==> src/rtl/ex_mem_if.sv <==
// Execute-to-memory stage bundle: execute-side request fields and their registered memory-side copies.
interface ex_mem_if;
  logic        ex_valid_i;
  logic [31:0] ex_pc_i;
  logic [4:0]  ex_reg_waddr_i;
  logic        ex_reg_we_i;
  logic [31:0] ex_reg_wdata_i;
  logic [3:0]  ex_mem_op_i;
  logic [31:0] ex_mem_addr_i;
  logic [31:0] ex_mem_wdata_i;

  logic        mem_valid_o;
  logic [31:0] mem_pc_o;
  logic [4:0]  mem_reg_waddr_o;
  logic        mem_reg_we_o;
  logic [31:0] mem_reg_wdata_o;
  logic [3:0]  mem_op_o;
  logic [31:0] mem_addr_o;
  logic [31:0] mem_wdata_o;
  logic        mem_misalign_o;

  // The execute stage drives the request and observes the registered bundle.
  modport master (
    output ex_valid_i, ex_pc_i, ex_reg_waddr_i, ex_reg_we_i, ex_reg_wdata_i,
           ex_mem_op_i, ex_mem_addr_i, ex_mem_wdata_i,
    input  mem_valid_o, mem_pc_o, mem_reg_waddr_o, mem_reg_we_o, mem_reg_wdata_o,
           mem_op_o, mem_addr_o, mem_wdata_o, mem_misalign_o
  );

  modport slave (
    input  ex_valid_i, ex_pc_i, ex_reg_waddr_i, ex_reg_we_i, ex_reg_wdata_i,
           ex_mem_op_i, ex_mem_addr_i, ex_mem_wdata_i,
    output mem_valid_o, mem_pc_o, mem_reg_waddr_o, mem_reg_we_o, mem_reg_wdata_o,
           mem_op_o, mem_addr_o, mem_wdata_o, mem_misalign_o
  );
endinterface

==> src/rtl/ex_mem.sv <==
// EX/MEM pipeline register: capture, hold, bubble or flush the execute result each cycle,
// legalising the memory op and flagging misaligned loads/stores on capture.
module ex_mem (
  input  logic       clk,
  input  logic       rst,
  input  logic [5:0] stall,
  input  logic       flush,
  ex_mem_if.slave    bus
);

  localparam logic [3:0] OpNone = 4'h0;
  localparam logic [3:0] OpLb   = 4'h1;
  localparam logic [3:0] OpLh   = 4'h2;
  localparam logic [3:0] OpLw   = 4'h3;
  localparam logic [3:0] OpLbu  = 4'h4;
  localparam logic [3:0] OpLhu  = 4'h5;
  localparam logic [3:0] OpSb   = 4'h8;
  localparam logic [3:0] OpSh   = 4'h9;
  localparam logic [3:0] OpSw   = 4'hA;

  typedef struct packed {
    logic        valid;
    logic [31:0] pc;
    logic [4:0]  reg_waddr;
    logic        reg_we;
    logic [31:0] reg_wdata;
    logic [3:0]  op;
    logic [31:0] addr;
    logic [31:0] wdata;
    logic        misalign;
  } stage_t;

  localparam stage_t StageClear = '0;

  stage_t stage_d, stage_q, captured;
  logic [3:0] op_legal;
  logic       half_op, word_op, misalign;

  logic unused_stall;
  assign unused_stall = ^{stall[5], stall[2:0]};

  // Unknown op codes are demoted to no memory access.
  always_comb begin
    op_legal = OpNone;
    half_op  = 1'b0;
    word_op  = 1'b0;
    unique case (bus.ex_mem_op_i)
      OpLb, OpLbu, OpSb: op_legal = bus.ex_mem_op_i;
      OpLh, OpLhu, OpSh: begin
        op_legal = bus.ex_mem_op_i;
        half_op  = 1'b1;
      end
      OpLw, OpSw: begin
        op_legal = bus.ex_mem_op_i;
        word_op  = 1'b1;
      end
      default: op_legal = OpNone;
    endcase
  end

  assign misalign = (half_op && bus.ex_mem_addr_i[0]) ||
                    (word_op && (bus.ex_mem_addr_i[1:0] != 2'b00));

  // A misaligned access stays valid so the trap logic sees its pc and address.
  always_comb begin
    captured = StageClear;
    if (bus.ex_valid_i) begin
      captured.valid     = 1'b1;
      captured.pc        = bus.ex_pc_i;
      captured.reg_waddr = bus.ex_reg_waddr_i;
      captured.reg_we    = bus.ex_reg_we_i && !misalign;
      captured.reg_wdata = bus.ex_reg_wdata_i;
      captured.op        = misalign ? OpNone : op_legal;
      captured.addr      = bus.ex_mem_addr_i;
      captured.wdata     = bus.ex_mem_wdata_i;
      captured.misalign  = misalign;
    end
  end

  always_comb begin
    stage_d = stage_q;
    if (flush) begin
      stage_d = StageClear;
    end else if (stall[3] && !stall[4]) begin
      stage_d = StageClear;
    end else if (!stall[3]) begin
      stage_d = captured;
    end
  end

  always_ff @(posedge clk) begin
    if (!rst) begin
      stage_q <= StageClear;
    end else begin
      stage_q <= stage_d;
    end
  end

  assign bus.mem_valid_o     = stage_q.valid;
  assign bus.mem_pc_o        = stage_q.pc;
  assign bus.mem_reg_waddr_o = stage_q.reg_waddr;
  assign bus.mem_reg_we_o    = stage_q.reg_we;
  assign bus.mem_reg_wdata_o = stage_q.reg_wdata;
  assign bus.mem_op_o        = stage_q.op;
  assign bus.mem_addr_o      = stage_q.addr;
  assign bus.mem_wdata_o     = stage_q.wdata;
  assign bus.mem_misalign_o  = stage_q.misalign;

endmodule

==> src/flat_wrapper.sv <==
// flat-port wrapper written by rule: the top's interface ports become plain ports
module ex_mem_flat 
  (clk, rst, stall, flush, bus_ex_valid_i, bus_ex_pc_i, bus_ex_reg_waddr_i, bus_ex_reg_we_i, bus_ex_reg_wdata_i, bus_ex_mem_op_i, bus_ex_mem_addr_i, bus_ex_mem_wdata_i, bus_mem_valid_o, bus_mem_pc_o, bus_mem_reg_waddr_o, bus_mem_reg_we_o, bus_mem_reg_wdata_o, bus_mem_op_o, bus_mem_addr_o, bus_mem_wdata_o, bus_mem_misalign_o);
  ex_mem_if bus_i ();
  input  logic clk;
  input  logic rst;
  input  logic [5:0] stall;
  input  logic flush;
  input wire logic [$bits(bus_i.ex_valid_i)-1:0] bus_ex_valid_i;
  input wire logic [$bits(bus_i.ex_pc_i)-1:0] bus_ex_pc_i;
  input wire logic [$bits(bus_i.ex_reg_waddr_i)-1:0] bus_ex_reg_waddr_i;
  input wire logic [$bits(bus_i.ex_reg_we_i)-1:0] bus_ex_reg_we_i;
  input wire logic [$bits(bus_i.ex_reg_wdata_i)-1:0] bus_ex_reg_wdata_i;
  input wire logic [$bits(bus_i.ex_mem_op_i)-1:0] bus_ex_mem_op_i;
  input wire logic [$bits(bus_i.ex_mem_addr_i)-1:0] bus_ex_mem_addr_i;
  input wire logic [$bits(bus_i.ex_mem_wdata_i)-1:0] bus_ex_mem_wdata_i;
  output wire logic [$bits(bus_i.mem_valid_o)-1:0] bus_mem_valid_o;
  output wire logic [$bits(bus_i.mem_pc_o)-1:0] bus_mem_pc_o;
  output wire logic [$bits(bus_i.mem_reg_waddr_o)-1:0] bus_mem_reg_waddr_o;
  output wire logic [$bits(bus_i.mem_reg_we_o)-1:0] bus_mem_reg_we_o;
  output wire logic [$bits(bus_i.mem_reg_wdata_o)-1:0] bus_mem_reg_wdata_o;
  output wire logic [$bits(bus_i.mem_op_o)-1:0] bus_mem_op_o;
  output wire logic [$bits(bus_i.mem_addr_o)-1:0] bus_mem_addr_o;
  output wire logic [$bits(bus_i.mem_wdata_o)-1:0] bus_mem_wdata_o;
  output wire logic [$bits(bus_i.mem_misalign_o)-1:0] bus_mem_misalign_o;
  assign bus_i.ex_valid_i = bus_ex_valid_i;
  assign bus_i.ex_pc_i = bus_ex_pc_i;
  assign bus_i.ex_reg_waddr_i = bus_ex_reg_waddr_i;
  assign bus_i.ex_reg_we_i = bus_ex_reg_we_i;
  assign bus_i.ex_reg_wdata_i = bus_ex_reg_wdata_i;
  assign bus_i.ex_mem_op_i = bus_ex_mem_op_i;
  assign bus_i.ex_mem_addr_i = bus_ex_mem_addr_i;
  assign bus_i.ex_mem_wdata_i = bus_ex_mem_wdata_i;
  assign bus_mem_valid_o = bus_i.mem_valid_o;
  assign bus_mem_pc_o = bus_i.mem_pc_o;
  assign bus_mem_reg_waddr_o = bus_i.mem_reg_waddr_o;
  assign bus_mem_reg_we_o = bus_i.mem_reg_we_o;
  assign bus_mem_reg_wdata_o = bus_i.mem_reg_wdata_o;
  assign bus_mem_op_o = bus_i.mem_op_o;
  assign bus_mem_addr_o = bus_i.mem_addr_o;
  assign bus_mem_wdata_o = bus_i.mem_wdata_o;
  assign bus_mem_misalign_o = bus_i.mem_misalign_o;
  ex_mem u_core (.clk(clk), .rst(rst), .stall(stall), .flush(flush), .bus(bus_i));
endmodule
==> config.mk <==
export PLATFORM = sky130hd
export DESIGN_NAME = ex_mem_flat
export DESIGN_NICKNAME = d
export VERILOG_FILES = /design/src/rtl/ex_mem_if.sv /design/src/rtl/ex_mem.sv /design/src/flat_wrapper.sv
export SDC_FILE = /design/constraint.sdc
export NUM_CORES = 1
export LEC_CHECK = 0
export ABC_AREA = 1
export BUFFER_PORTS_ARGS = -buffer_cell sky130_fd_sc_hd__buf_2
export CORE_UTILIZATION = 35
export CTS_CLUSTER_SIZE = 40
export DETAILED_ROUTE_END_ITERATION = 8
export GPL_TIMING_DRIVEN = 0
export PLACE_DENSITY = 0.61
export RECOVER_POWER = 50
export SYNTH_ARGS = -nofsm -noshare
export SYNTH_HDL_FRONTEND = slang
export SYNTH_SLANG_ARGS = --single-unit
export TNS_END_PERCENT = 100
==> constraint.sdc <==
create_clock -name clk -period 1.42 [get_ports clk]
set_input_delay 0.284 -clock clk [delete_from_list [all_inputs] [get_ports clk]]
set_output_delay 0.284 -clock clk [all_outputs]
set_load 0.005 [all_outputs]
==> out/metrics.cfg <==
[outcome]
status=finished clean

[worst_setup_path]
cp_endpoint_kind=register
crit_fanout=10
worst_path_largest_cell_delay_ps=330
rr_endpoint=u_core.bus.mem_wdata_o[23]
cp_cell_sequence=buf_2 -> nor2_4 -> buf_2 -> buf_2 -> a22o_1 -> nand2_1 -> inv_1
critical-path-top-cell-by-count=sky130_fd_sc_hd__buf_2
worstSetupEndpoint=u_core.bus.mem_addr_o[12]
rr_worst_depth=3
cp_data_required_time_ps=1780
reg2reg_from=u_core.bus.mem_wdata_o[23]
critical-path-slowest-cell=sky130_fd_sc_hd__nor2_4
critical_path_arrival_ps=1600
path_class=primary input to register
setup.worst_path.start_class=primary input
r2r_setup_slack_ps=670
worstSetupStartpoint=stall[3]

[synthesis]
yosys.area_share.xor_xnor=0
synth.ff_latch_count=140
post_synth_inst_count=648
synthAdderAreaFrac=0
post-synth-top-count-cell=sky130_fd_sc_hd__nand2_1
mappedNetlistNets=796
synth-seq-area-share=0.515
synth.cells.most_frequent=sky130_fd_sc_hd__nand2_1, sky130_fd_sc_hd__dfxtp_1, sky130_fd_sc_hd__a22o_1
async_reset_ff_frac=0
main_combinational_cell_family_by_area_after_synthesis=compound AO/OA/AOI/OAI gates
synth_area_in_compound_gates=0.223
yosys_warnings=0
syn_area_per_cell_sq_um=8.39
synth_top_area_frac=0.515
mappedNetlistArea_sq_mm=0.00544
synthDominantAreaCellType=sky130_fd_sc_hd__dfxtp_1
yosys_most_used_dff=sky130_fd_sc_hd__dfxtp_1
synth_area_leaders=sky130_fd_sc_hd__dfxtp_1, sky130_fd_sc_hd__a22o_1, sky130_fd_sc_hd__nand2_1, sky130_fd_sc_hd__inv_1, sky130_fd_sc_hd__clkbuf_1
yosys-mux-area-fraction=0
synth-edff-count=0
synth_cell_types=16
synth-simple-area-share=0.123

[sta]
finalHoldViolations=0
rsz0062_at_grt=no
fin_worst_skew_ps=0
max_slew.worst_pin.slew_ps=492
post-route-worst-setup-slack_ps=180
final_min_period_over_clock_period=0.873
slew_limit_fails=0
max_slew_margin=0.672
total_of_endpoints_with_negative_setup_slack_in_the_final_report=0
fin_crit_ps=1240
max_freq_mhz=806

[placed_design]
pre_cts_slack_ps=-305
detailed_place.area_sq_mm=0.00708
place.port_buffers=282
place.gp.congestion=0.784
dp_cells=1118
hpwl_um=11400

[global_routing]
grt_antenna_before_repair=0
via_count_of_the_first_global_routing_pass=4864
globalRouteTotalUtil=0.194
largest_net_degree_at_the_start_of_global_routing=17
sum_of_overflow_across_all_layers_after_global_routing=0
grt_pass1_wl_um=24200

[layout]
post_route_cells_drive_above_1_share=0.282
combined_area_of_the_multi_input_logic_cells_sq_mm=0.00188
final_util=0.500
n_fill_cell=1543
layout.nets=1097
area_delta_synth_final_pct=39.9
final-seq-area_sq_mm=0.00280
layout.cell_area.non_filler_sq_mm=0.00761
non_filler_cells_final=1151

[routing]
avgViaCountPerCell=4.44
drt_iter0_markers=254
drc=0
drt-wirelength-per-cell_um=13.5
drtAntennaViolNets=0
dr.pass1.iters=4
wl_um=15600
via_count=5109

[clock_network]
post-cts-setup-buffers=0
cts-hold-fix-buffers=0
cts_made_buffers=17
post_cts_resize_count=0
clkSinkCount=140
cts.path.max_buffers=2
cts_tree=yes
clock_latency_reported_for_the_late_side_of_the_worst_skew_pair_ps=400
cts_root_buffer=sky130_fd_sc_hd__clkbuf_16
path_clk_slew_ps=60
h_tree_levels=4

[floorplan]
num_rows=45
die_area_sq_mm=0.0160
die_height_um=127
floorplan.io_pins=288
die-width_um=127
start_util=0.358
core_area_sq_mm=0.0152

[power]
ir_worst_vdd_mv=0.682
finalPower_mw=9.47
leakagePower_nw=4.51
pwr_per_cell_area_mw_per_mm2=1240

[min_path]
timing.hold.worst.class=primary input to register

[job]
number_of_max_capacitance_violations_reported=0

==> layout by cell type, fill, tap and decap left out <==
cell type and instances:
sky130_fd_sc_hd__clkbuf_1 110, sky130_fd_sc_hd__clkbuf_16 17, sky130_fd_sc_hd__a22o_1 131, sky130_fd_sc_hd__nand2_1 155, sky130_fd_sc_hd__nand3_1 3, sky130_fd_sc_hd__clkinv_4 3, sky130_fd_sc_hd__nand4_1 2, sky130_fd_sc_hd__inv_6 1
sky130_fd_sc_hd__buf_2 210, sky130_fd_sc_hd__o21ai_0 6, sky130_fd_sc_hd__dfxtp_1 140, sky130_fd_sc_hd__nor2_4 1, sky130_fd_sc_hd__inv_1 125, sky130_fd_sc_hd__bufinv_16 4, sky130_fd_sc_hd__inv_2 24, sky130_fd_sc_hd__clkinv_2 2
sky130_fd_sc_hd__buf_1 3, sky130_fd_sc_hd__a21oi_1 7, sky130_fd_sc_hd__clkinvlp_4 4, sky130_fd_sc_hd__nor2_1 9, sky130_fd_sc_hd__diode_2 1, sky130_fd_sc_hd__buf_4 4, sky130_fd_sc_hd__nor3_4 1
==> sequential cells by signal, summed over array words and instances (netlist names) <==
| name | flops |
|---|---|
| u_core.bus.mem_wdata_o | 32 |
| u_core.bus.mem_valid_o | 1 |
| u_core.bus.mem_op_o | 4 |
| u_core.bus.mem_pc_o | 32 |
| u_core.bus.mem_misalign_o | 1 |
| u_core.bus.mem_addr_o | 32 |
| u_core.bus.mem_reg_wdata_o | 32 |
| u_core.bus.mem_reg_waddr_o | 5 |
| u_core.bus.mem_reg_we_o | 1 |
==> per-stage QoR <==
step / hold slack, ps / setup TNS (ps)
CTS: 139 / 0
finish: 164 / 0
detailed placement: 457 / -29170
global placement: 454 / -30280
global route: 150 / 0
floorplan: 461 / 0
==> worst max-delay path, delay by kind of cell <==
kind | cells | cell delay, ps
buf+inv | 4 | 770
simple gates | 2 | 380
compound gates | 1 | 160
==> how the worst min path moves through the flow <==
stage,slack (ps),from,depth (start not counted),end
4_1_cts,140,bus_ex_mem_addr_i[13],4,u_core.bus.mem_addr_o[13]
5_1_grt,150,bus_ex_pc_i[12],4,u_core.bus.mem_pc_o[12]
3_5_place_dp,460,u_core.bus.mem_op_o[0],2,u_core.bus.mem_op_o[0]
3_3_place_gp,450,u_core.bus.mem_op_o[3],2,u_core.bus.mem_op_o[3]
2_1_floorplan,460,u_core.bus.mem_misalign_o,2,u_core.bus.mem_misalign_o
6_report,160,bus_ex_pc_i[31],4,u_core.bus.mem_pc_o[31]
==> where the power goes <==
group | leakage, nW | switching (mW) | total (mW) | internal (mW)
logic | 3.08 | 0.409 | 0.769 | 0.360
clock network | 0.293 | 1.73 | 4.67 | 2.95
registers | 1.13 | 0.0329 | 4.03 | 3.99
==> cell families (layout without fill, tap and decap cells) <==
kind of cell | count (synthesis) | count (layout)
DFF | 140 | 140
and+or+nand+nor | 171 | 171
other | 0 | 1
buffers and inverters | 193 | 507
AOI/OAI and AO/OA | 144 | 144
==> per-layer routing <==
metal | global-route usage | share of wire
met2 | 0.323 | 0.46
met4 | 0.0617 | 0.010
met3 | 0.0751 | 0.090
met1 | 0.229 | 0.44
met5 | 0 | 0
==> cell type report <==
type,instances,share of cell area
diodes,1,0.000329
plain buffers,44,0.0253
clock buffers,18,0.0564
clock inverters,14,0.0257
inverters,149,0.0735
multi-input cells,315,0.247
flip-flops and latches,140,0.368
well taps,188,0.0309
repair buffers,282,0.172
Note: power is estimated with default switching activity, not from simulation.
